===== src/rtl/ack_bus_arbiter_pkg.sv =====
// ---------------------------------------------------------------------------
// ack_bus_pkg
// Shared definitions for the acknowledge bus arbiter:
//   - default source count and bus hold length
//   - FSM state encoding
//   - id_width(): width of a source ID, never narrower than one bit
// ---------------------------------------------------------------------------
package ack_bus_pkg;

  localparam int DEFAULT_N_SRC       = 4;
  localparam int DEFAULT_HOLD_CYCLES = 1;

  typedef enum logic {
    ST_IDLE  = 1'b0,
    ST_DRIVE = 1'b1
  } arb_state_e;

  // max(1, clog2(n)) so a two-source arbiter still gets a one-bit ID
  function automatic int id_width(input int n);
    return (n <= 2) ? 1 : $clog2(n);
  endfunction

endpackage


===== src/rtl/ack_bus_arbiter_if.sv =====
// ---------------------------------------------------------------------------
// ack_bus_arbiter_if
// Bundles the request side and the acknowledge bus of the arbiter.
//   req_i             : per-source request levels (rising edge = one request)
//   ovr_clr_i         : clears all sticky overrun flags
//   ack_ready_o       : per-source "no request pending"
//   winner_id_o       : ID of the most recent grant
//   ack_event_o       : one-cycle pulse on the first bus cycle of a grant
//   ack_valid_n_bus_o : active-low bus valid
//   ack_id_bus_o      : granted ID while the bus is valid, else 0
//   overrun_o         : sticky per-source lost-request flags
// Modports: master = request sources, slave = arbiter.
// ---------------------------------------------------------------------------
interface ack_bus_arbiter_if
  import ack_bus_pkg::*;
#(
  parameter int N_SRC = DEFAULT_N_SRC
);

  localparam int ID_W = id_width(N_SRC);

  logic [N_SRC-1:0] req_i;
  logic             ovr_clr_i;
  logic [N_SRC-1:0] ack_ready_o;
  logic [ID_W-1:0]  winner_id_o;
  logic             ack_event_o;
  logic             ack_valid_n_bus_o;
  logic [ID_W-1:0]  ack_id_bus_o;
  logic [N_SRC-1:0] overrun_o;

  modport master (
    output req_i, ovr_clr_i,
    input  ack_ready_o, winner_id_o, ack_event_o,
           ack_valid_n_bus_o, ack_id_bus_o, overrun_o
  );

  modport slave (
    input  req_i, ovr_clr_i,
    output ack_ready_o, winner_id_o, ack_event_o,
           ack_valid_n_bus_o, ack_id_bus_o, overrun_o
  );

endinterface


===== src/rtl/ack_bus_arbiter_rr_pick.sv =====
// ---------------------------------------------------------------------------
// rr_pick
// Combinational round-robin selector: returns the first set bit of
// 'pending' at or above 'rr_ptr', scanning upward and wrapping at N_SRC.
//   pending : request vector
//   rr_ptr  : scan start position
//   sel     : selected source ID (0 when nothing pending)
//   any     : at least one pending bit
// ---------------------------------------------------------------------------
module rr_pick
  import ack_bus_pkg::*;
#(
  parameter  int N_SRC = DEFAULT_N_SRC,
  localparam int ID_W  = id_width(N_SRC)
) (
  input  logic [N_SRC-1:0] pending,
  input  logic [ID_W-1:0]  rr_ptr,
  output logic [ID_W-1:0]  sel,
  output logic             any
);

  // One spare bit so rr_ptr + offset cannot overflow before the wrap
  localparam int SUM_W = ID_W + 1;

  logic [SUM_W-1:0] idx;

  // The first hit in scan order wins; later hits are ignored via 'any'
  always_comb begin
    sel = '0;
    any = 1'b0;
    idx = '0;
    for (int k = 0; k < N_SRC; k++) begin
      idx = {1'b0, rr_ptr} + SUM_W'(k);
      if (idx >= SUM_W'(N_SRC)) begin
        idx = idx - SUM_W'(N_SRC);
      end
      if (!any && pending[idx[ID_W-1:0]]) begin
        any = 1'b1;
        sel = idx[ID_W-1:0];
      end
    end
  end

endmodule


===== src/rtl/ack_bus_arbiter.sv =====
// ---------------------------------------------------------------------------
// ack_bus_arbiter
// Turns rising edges on per-source request lines into grants on a shared
// active-low acknowledge bus. Each grant drives the bus for HOLD_CYCLES
// cycles followed by at least one idle turnaround cycle. Sources are served
// round-robin. A second request edge from a source that is still waiting is
// dropped and recorded in a sticky overrun flag.
//   clk   : clock, all state changes on the rising edge
//   rst_n : synchronous active-low reset
//   bus   : ack_bus_arbiter_if slave modport (requests in, bus out)
// ---------------------------------------------------------------------------
module ack_bus_arbiter
  import ack_bus_pkg::*;
#(
  parameter int N_SRC       = DEFAULT_N_SRC,
  parameter int HOLD_CYCLES = DEFAULT_HOLD_CYCLES
) (
  input logic              clk,
  input logic              rst_n,
  ack_bus_arbiter_if.slave bus
);

  localparam int ID_W = id_width(N_SRC);

  arb_state_e       state;
  logic [N_SRC-1:0] req_q;
  logic [N_SRC-1:0] pending;
  logic [N_SRC-1:0] overrun;
  logic [ID_W-1:0]  rr_ptr;
  logic [3:0]       hold_cnt;
  logic [ID_W-1:0]  winner_id;
  logic [ID_W-1:0]  ack_id_bus;
  logic             ack_event;
  logic             ack_valid_n;

  logic [N_SRC-1:0] rise;
  logic [N_SRC-1:0] grant_clr;
  logic [N_SRC-1:0] new_ovr;
  logic [N_SRC-1:0] pending_nxt;
  logic [N_SRC-1:0] overrun_nxt;
  logic [ID_W-1:0]  sel;
  logic             any;
  logic             grant;

  rr_pick #(
    .N_SRC (N_SRC)
  ) u_rr_pick (
    .pending (pending),
    .rr_ptr  (rr_ptr),
    .sel     (sel),
    .any     (any)
  );

  // A grant can only start from IDLE, which also enforces the turnaround gap
  assign grant = (state == ST_IDLE) && any;

  // Pending/overrun bookkeeping. A rise on the same edge as its own grant
  // re-arms the source instead of counting as an overrun.
  always_comb begin
    rise      = bus.req_i & ~req_q;
    grant_clr = '0;
    if (grant) begin
      grant_clr[sel] = 1'b1;
    end
    new_ovr     = rise & pending & ~grant_clr;
    pending_nxt = rise | (pending & ~grant_clr);
    overrun_nxt = new_ovr | (bus.ovr_clr_i ? '0 : overrun);
  end

  // Main FSM and all registered outputs
  always_ff @(posedge clk) begin
    if (!rst_n) begin
      state       <= ST_IDLE;
      req_q       <= '0;
      pending     <= '0;
      overrun     <= '0;
      rr_ptr      <= '0;
      hold_cnt    <= '0;
      winner_id   <= '0;
      ack_id_bus  <= '0;
      ack_event   <= 1'b0;
      ack_valid_n <= 1'b1;
    end else begin
      req_q     <= bus.req_i;
      pending   <= pending_nxt;
      overrun   <= overrun_nxt;
      ack_event <= 1'b0;
      case (state)
        ST_IDLE: begin
          if (grant) begin
            state       <= ST_DRIVE;
            ack_valid_n <= 1'b0;
            ack_id_bus  <= sel;
            winner_id   <= sel;
            ack_event   <= 1'b1;
            rr_ptr      <= (int'(sel) == N_SRC - 1) ? '0 : sel + 1'b1;
            hold_cnt    <= 4'(HOLD_CYCLES - 1);
          end
        end
        ST_DRIVE: begin
          if (hold_cnt != 4'd0) begin
            hold_cnt <= hold_cnt - 4'd1;
          end else begin
            state       <= ST_IDLE;
            ack_valid_n <= 1'b1;
            ack_id_bus  <= '0;
          end
        end
        default: begin
          state <= ST_IDLE;
        end
      endcase
    end
  end

  assign bus.ack_ready_o       = ~pending;
  assign bus.winner_id_o       = winner_id;
  assign bus.ack_event_o       = ack_event;
  assign bus.ack_valid_n_bus_o = ack_valid_n;
  assign bus.ack_id_bus_o      = ack_id_bus;
  assign bus.overrun_o         = overrun;

endmodule

===== src/flat_wrapper.sv =====
// flat-port wrapper written by rule: the top's interface ports become plain ports
module ack_bus_arbiter_flat import ack_bus_pkg::*;
#(
  parameter int N_SRC       = DEFAULT_N_SRC,
  parameter int HOLD_CYCLES = DEFAULT_HOLD_CYCLES
)
  (clk, rst_n, bus_req_i, bus_ovr_clr_i, bus_ack_ready_o, bus_winner_id_o, bus_ack_event_o, bus_ack_valid_n_bus_o, bus_ack_id_bus_o, bus_overrun_o);
  ack_bus_arbiter_if #(.N_SRC(N_SRC)) bus_i ();
  input logic clk;
  input logic rst_n;
  input wire logic [$bits(bus_i.req_i)-1:0] bus_req_i;
  input wire logic [$bits(bus_i.ovr_clr_i)-1:0] bus_ovr_clr_i;
  output wire logic [$bits(bus_i.ack_ready_o)-1:0] bus_ack_ready_o;
  output wire logic [$bits(bus_i.winner_id_o)-1:0] bus_winner_id_o;
  output wire logic [$bits(bus_i.ack_event_o)-1:0] bus_ack_event_o;
  output wire logic [$bits(bus_i.ack_valid_n_bus_o)-1:0] bus_ack_valid_n_bus_o;
  output wire logic [$bits(bus_i.ack_id_bus_o)-1:0] bus_ack_id_bus_o;
  output wire logic [$bits(bus_i.overrun_o)-1:0] bus_overrun_o;
  assign bus_i.req_i = bus_req_i;
  assign bus_i.ovr_clr_i = bus_ovr_clr_i;
  assign bus_ack_ready_o = bus_i.ack_ready_o;
  assign bus_winner_id_o = bus_i.winner_id_o;
  assign bus_ack_event_o = bus_i.ack_event_o;
  assign bus_ack_valid_n_bus_o = bus_i.ack_valid_n_bus_o;
  assign bus_ack_id_bus_o = bus_i.ack_id_bus_o;
  assign bus_overrun_o = bus_i.overrun_o;
  ack_bus_arbiter #(.N_SRC(N_SRC), .HOLD_CYCLES(HOLD_CYCLES)) u_core (.clk(clk), .rst_n(rst_n), .bus(bus_i));
endmodule

===== config.mk =====
export PLATFORM = sky130hd
export DESIGN_NAME = ack_bus_arbiter_flat
export DESIGN_NICKNAME = d
export VERILOG_FILES = /design/src/rtl/ack_bus_arbiter_pkg.sv /design/src/rtl/ack_bus_arbiter_if.sv /design/src/rtl/ack_bus_arbiter_rr_pick.sv /design/src/rtl/ack_bus_arbiter.sv /design/src/flat_wrapper.sv
export SDC_FILE = /design/constraint.sdc
export NUM_CORES = 1
export LEC_CHECK = 0
export CAP_MARGIN = 10
export CORE_AREA = 3 3 49 60
export CTS_BUF_LIST = sky130_fd_sc_hd__clkbuf_2
export CTS_CLUSTER_SIZE = 8
export DETAILED_ROUTE_END_ITERATION = 16
export DIE_AREA = 0 0 52 63
export GPL_ROUTABILITY_DRIVEN = 0
export MAX_ROUTING_LAYER = met4
export PLACE_DENSITY = 0.75
export SYNTH_ARGS = -nofsm -noshare
export SYNTH_HDL_FRONTEND = slang
export SYNTH_SLANG_ARGS = --single-unit
export TNS_END_PERCENT = 1

===== constraint.sdc =====
create_clock -name clk -period 1.4 [get_ports clk]
set_input_delay 0.35 -clock clk [delete_from_list [all_inputs] [get_ports clk]]
set_output_delay 0.35 -clock clk [all_outputs]
set_load 0.03 [all_outputs]

==> results.py <==
metrics = {
    "routing": {
        "via_count": 1050,
        "wl_met1_um": 1193,
        "first_pass_iters": 4,
        "drc": 0,
        "wl_per_cell_um": 15.50,
        "route.met3.wl_um": 112,
        "drtIter0Drc": 23,
        "dr.max_layer_used": "met4",
        "drt-total-wl_um": 3054,
        "wl_met2_um": 1653,
        "ant_nets": 0,
        "viasPerCell": 5.330,
    },
    "clocking": {
        "cts_buffer_depth": 2,
        "hold_buffers": 0,
        "tritoncts": "yes",
        "cts_root_buf": "clkbuf_2",
        "cts_buffers": 3,
        "h-tree-depth": 1,
        "cts.reportedPaths.clkPinSlew_ns": 0.24,
        "clk_latency_ns": 0.35,
        "cts_sinks": 25,
    },
    "global_routing": {
        "grt_pass1_wl_um": 4919,
        "globalRouteOverflowTotal": 0,
        "grt_pass1_vias": 1088,
        "grt_start_max_net_pins": 16,
        "grt_util_all_layers_pct": 20.26,
        "grt_antenna_before_repair": 0,
    },
    "sta": {
        "max_freq_mhz": 623.5,
        "fin_ws_ns": -0.2039,
        "final_hold_viol_count": 0,
        "fin_skew_ns": 0.007620,
        "drv_slew": 0,
        "layout_worst_path_cycle_share_pct": 114.6,
        "rsz0062_at_grt": "true",
        "period_minus_slack_ns": 1.604,
        "setup_viol": 15,
        "tightest_slew_ns": 0.3999,
        "slew_headroom_pct": 73.31,
    },
    "finish": {
        "final_util_pct": 67.02,
        "antenna_cells": 0,
        "nNetsFinal": 178,
        "final_cell_mix": "buf_4 (23), dfxtp_1 (18), nand2_1 (11), o21ai_1 (8), buf_2 (8)",
        "drive_above_1_share_pct": 50.00,
        "nFillCells": 184,
        "syn2layout_area_growth_pct": 50.45,
        "final_common_cell": "buf_4",
    },
    "worst_setup_path": {
        "critPathLaunchType": "register",
        "cp.required_ns": 1.67,
        "crit_path_max_fanout": 3,
        "worstRegToRegCells": 8,
        "critPathKind": "register to register",
        "crit_path_end_kind": "register",
        "arrival_ns": 1.87,
    },
    "pwr": {
        "p_per_area_mw_per_mm2": 1243,
        "switchingPower_mw": 0.7958,
        "combPwrFrac_pct": 42.8,
        "pwr-share-clk_pct": 14.3,
        "p_int_mw": 1.268,
        "power_leakage_nw": 0.7032,
        "power_frac_seq_pct": 42.9,
        "total_power_mw": 2.064,
        "swShare_pct": 38.56,
        "ir_worst_vdd_uv": 688.3,
    },
    "min_path": {
        "min_path_type": "register to register",
        "whs_path_depth": 2,
    },
    "floorplanning": {
        "coreArea_mm2": 0.002477,
        "fp.dieH_um": 63,
        "num_io_pins": 21,
        "initial_utilization_pct": 44.55,
        "row_count": 20,
        "fp.dieW_um": 52,
        "die_area_mm2": 0.003276,
    },
    "run_status": {
        "outcome": "complete, but fails checks",
        "violations": "setup timing",
    },
    "logic_synthesis": {
        "synth-edff-count": 0,
        "synthesis.nets": 134,
        "netlist.area_leader.share_pct": 45.35,
        "synthFlopType": "dfxtp_1",
        "ys_seq_elements": 25,
        "syn_area_per_cell_um2": 9.120,
        "synthDistinctLibCells": 34,
        "synth.area.top_cells": "dfxtp_1 (45%), ha_1 (6.8%), inv_1 (4.4%)",
        "synthXorXnorAreaFrac_pct": 0.7937,
        "synthCells": 121,
        "synth_top_family_by_area": "compound AO/OA/AOI/OAI gates",
        "synth_simple_gate_area_share_pct": 19.95,
        "synth_warnings": 0,
        "syn_area_mm2": 0.001104,
        "yosysTopAreaCell": "dfxtp_1",
        "synth_compound_area_share_pct": 19.95,
        "ys_seq_area_share_pct": 45.35,
        "async_reset_ff_share_pct": 0,
        "synthMuxAreaShare_pct": 0.9070,
        "synthAdderAreaFrac_pct": 6.803,
    },
    "run": {
        "drv_cap": 0,
    },
    "placed_design": {
        "dp_hpwl_um": 2028,
        "portBuffers": 20,
    },
}
-- path summary, 6_finish.rpt --
path,start,end,slack [ns]
hold / removal,u_core.bus.overrun_o[1],u_core.bus.overrun_o[1],0.48
setup reg to reg,u_core.pending[2],u_core.pending[1],-0.20
setup / recovery,u_core.pending[2],u_core.pending[1],-0.20
hold reg to reg,u_core.bus.overrun_o[1],u_core.bus.overrun_o[1],0.48
-- stage by stage --
step | setup TNS, ns | cells | hold slack (ns) | cell area, um^2 | setup slack, ns
4_1_cts | -1.475 | 197 | 0.4677 | 1627 | -0.1391
3_5_place_dp | -1.674 | 190 | 0.4433 | 1478 | -0.2231
5_1_grt | -3.268 | 197 | 0.5023 | 1660 | -0.2691
3_3_place_gp | -0.7953 | 190 | 0.4386 | 1478 | -0.1251
2_1_floorplan | -0.08268 | 121 | 0.4512 | 1121 | -0.04292
6_report | -1.732 | 197 | 0.4753 | 1660 | -0.2039
-- cells by family (layout without fill, tap and decap cells) --
family	Yosys count	count (layout)
simple gates	39	39
buf+inv	17	60
mux	1	1
compound gates	32	32
fa+ha+maj	6	6
flops	25	25
xor+xnor	1	1
-- power groups by stage --
stage                     Sequential [mW]  Clock (mW)  Combinational (mW)
final                               0.885       0.295               0.883
after global routing                0.893       0.326               0.945
after global placement              0.869           0               0.650
after CTS                           0.871       0.309               0.805
after floorplan                     0.938           0               0.320
after detailed placement            0.873           0               0.673
-- metal layers --
| layer | GRT usage, % | up-vias |
|---|---|---|
| met5 | - | - |
| met4 | 9.180 | 0 |
| met3 | 2.148 | 10 |
| met2 | 34.59 | 36 |
| met1 | 23.00 | 511 |
| li1 | - | 493 |
-- registers in the layout (all words and copies together), names as in the netlist --
name / cells
u_core.bus.overrun_o: 4
u_core.hold_cnt: 4
u_core.pending: 4
u_core.req_q: 4
u_core.bus.ack_id_bus_o: 2
u_core.bus.winner_id_o: 2
u_core.rr_ptr: 2
u_core.bus.ack_event_o: 1
u_core.bus.ack_valid_n_bus_o: 1
u_core.state: 1
-- synth_stat cells (2+ instances only) --
cell,number
o211ai_1,5
nand2_1,11
nor2_1,5
o22ai_1,5
a21oi_1,4
o21ai_0,9
nor2b_1,3
nand2b_1,5
o21ai_1,2
a21o_1,2
and2_1,4
inv_1,13
nor3_1,2
ha_1,6
clkbuf_1,2
dfxtp_1,25
-- cell type report --
class | count | area, um^2 | share of cell area (%)
well taps | 33 | 41.29 | 2.487
repair buffers | 43 | 340.3 | 20.50
clock buffers | 3 | 15.01 | 0.9043
clock inverters | 1 | 7.507 | 0.4521
multi-input cells | 79 | 683.2 | 41.15
inverters | 13 | 56.30 | 3.391
flip-flops and latches | 25 | 516.7 | 31.12
-- critical path, cell delays in order, from the launching register on --
cell and delay, ns:
dfxtp_2 0.40, nor2b_4 0.13, o21ai_4 0.19, o21ai_4 0.10, nor2_4 0.18, ha_2 0.20, inv_2 0.03, o211ai_1 0.20
o21ai_1 0.10
-- timing repair --
item / in CTS / in global routing
buffers inserted: 3 / 0
endpoints found under the setup margin: 25 / 22
pin swaps: 11 / 15
gates resized for setup: 82 / 14
Note: power is estimated with default switching activity, not from simulation.
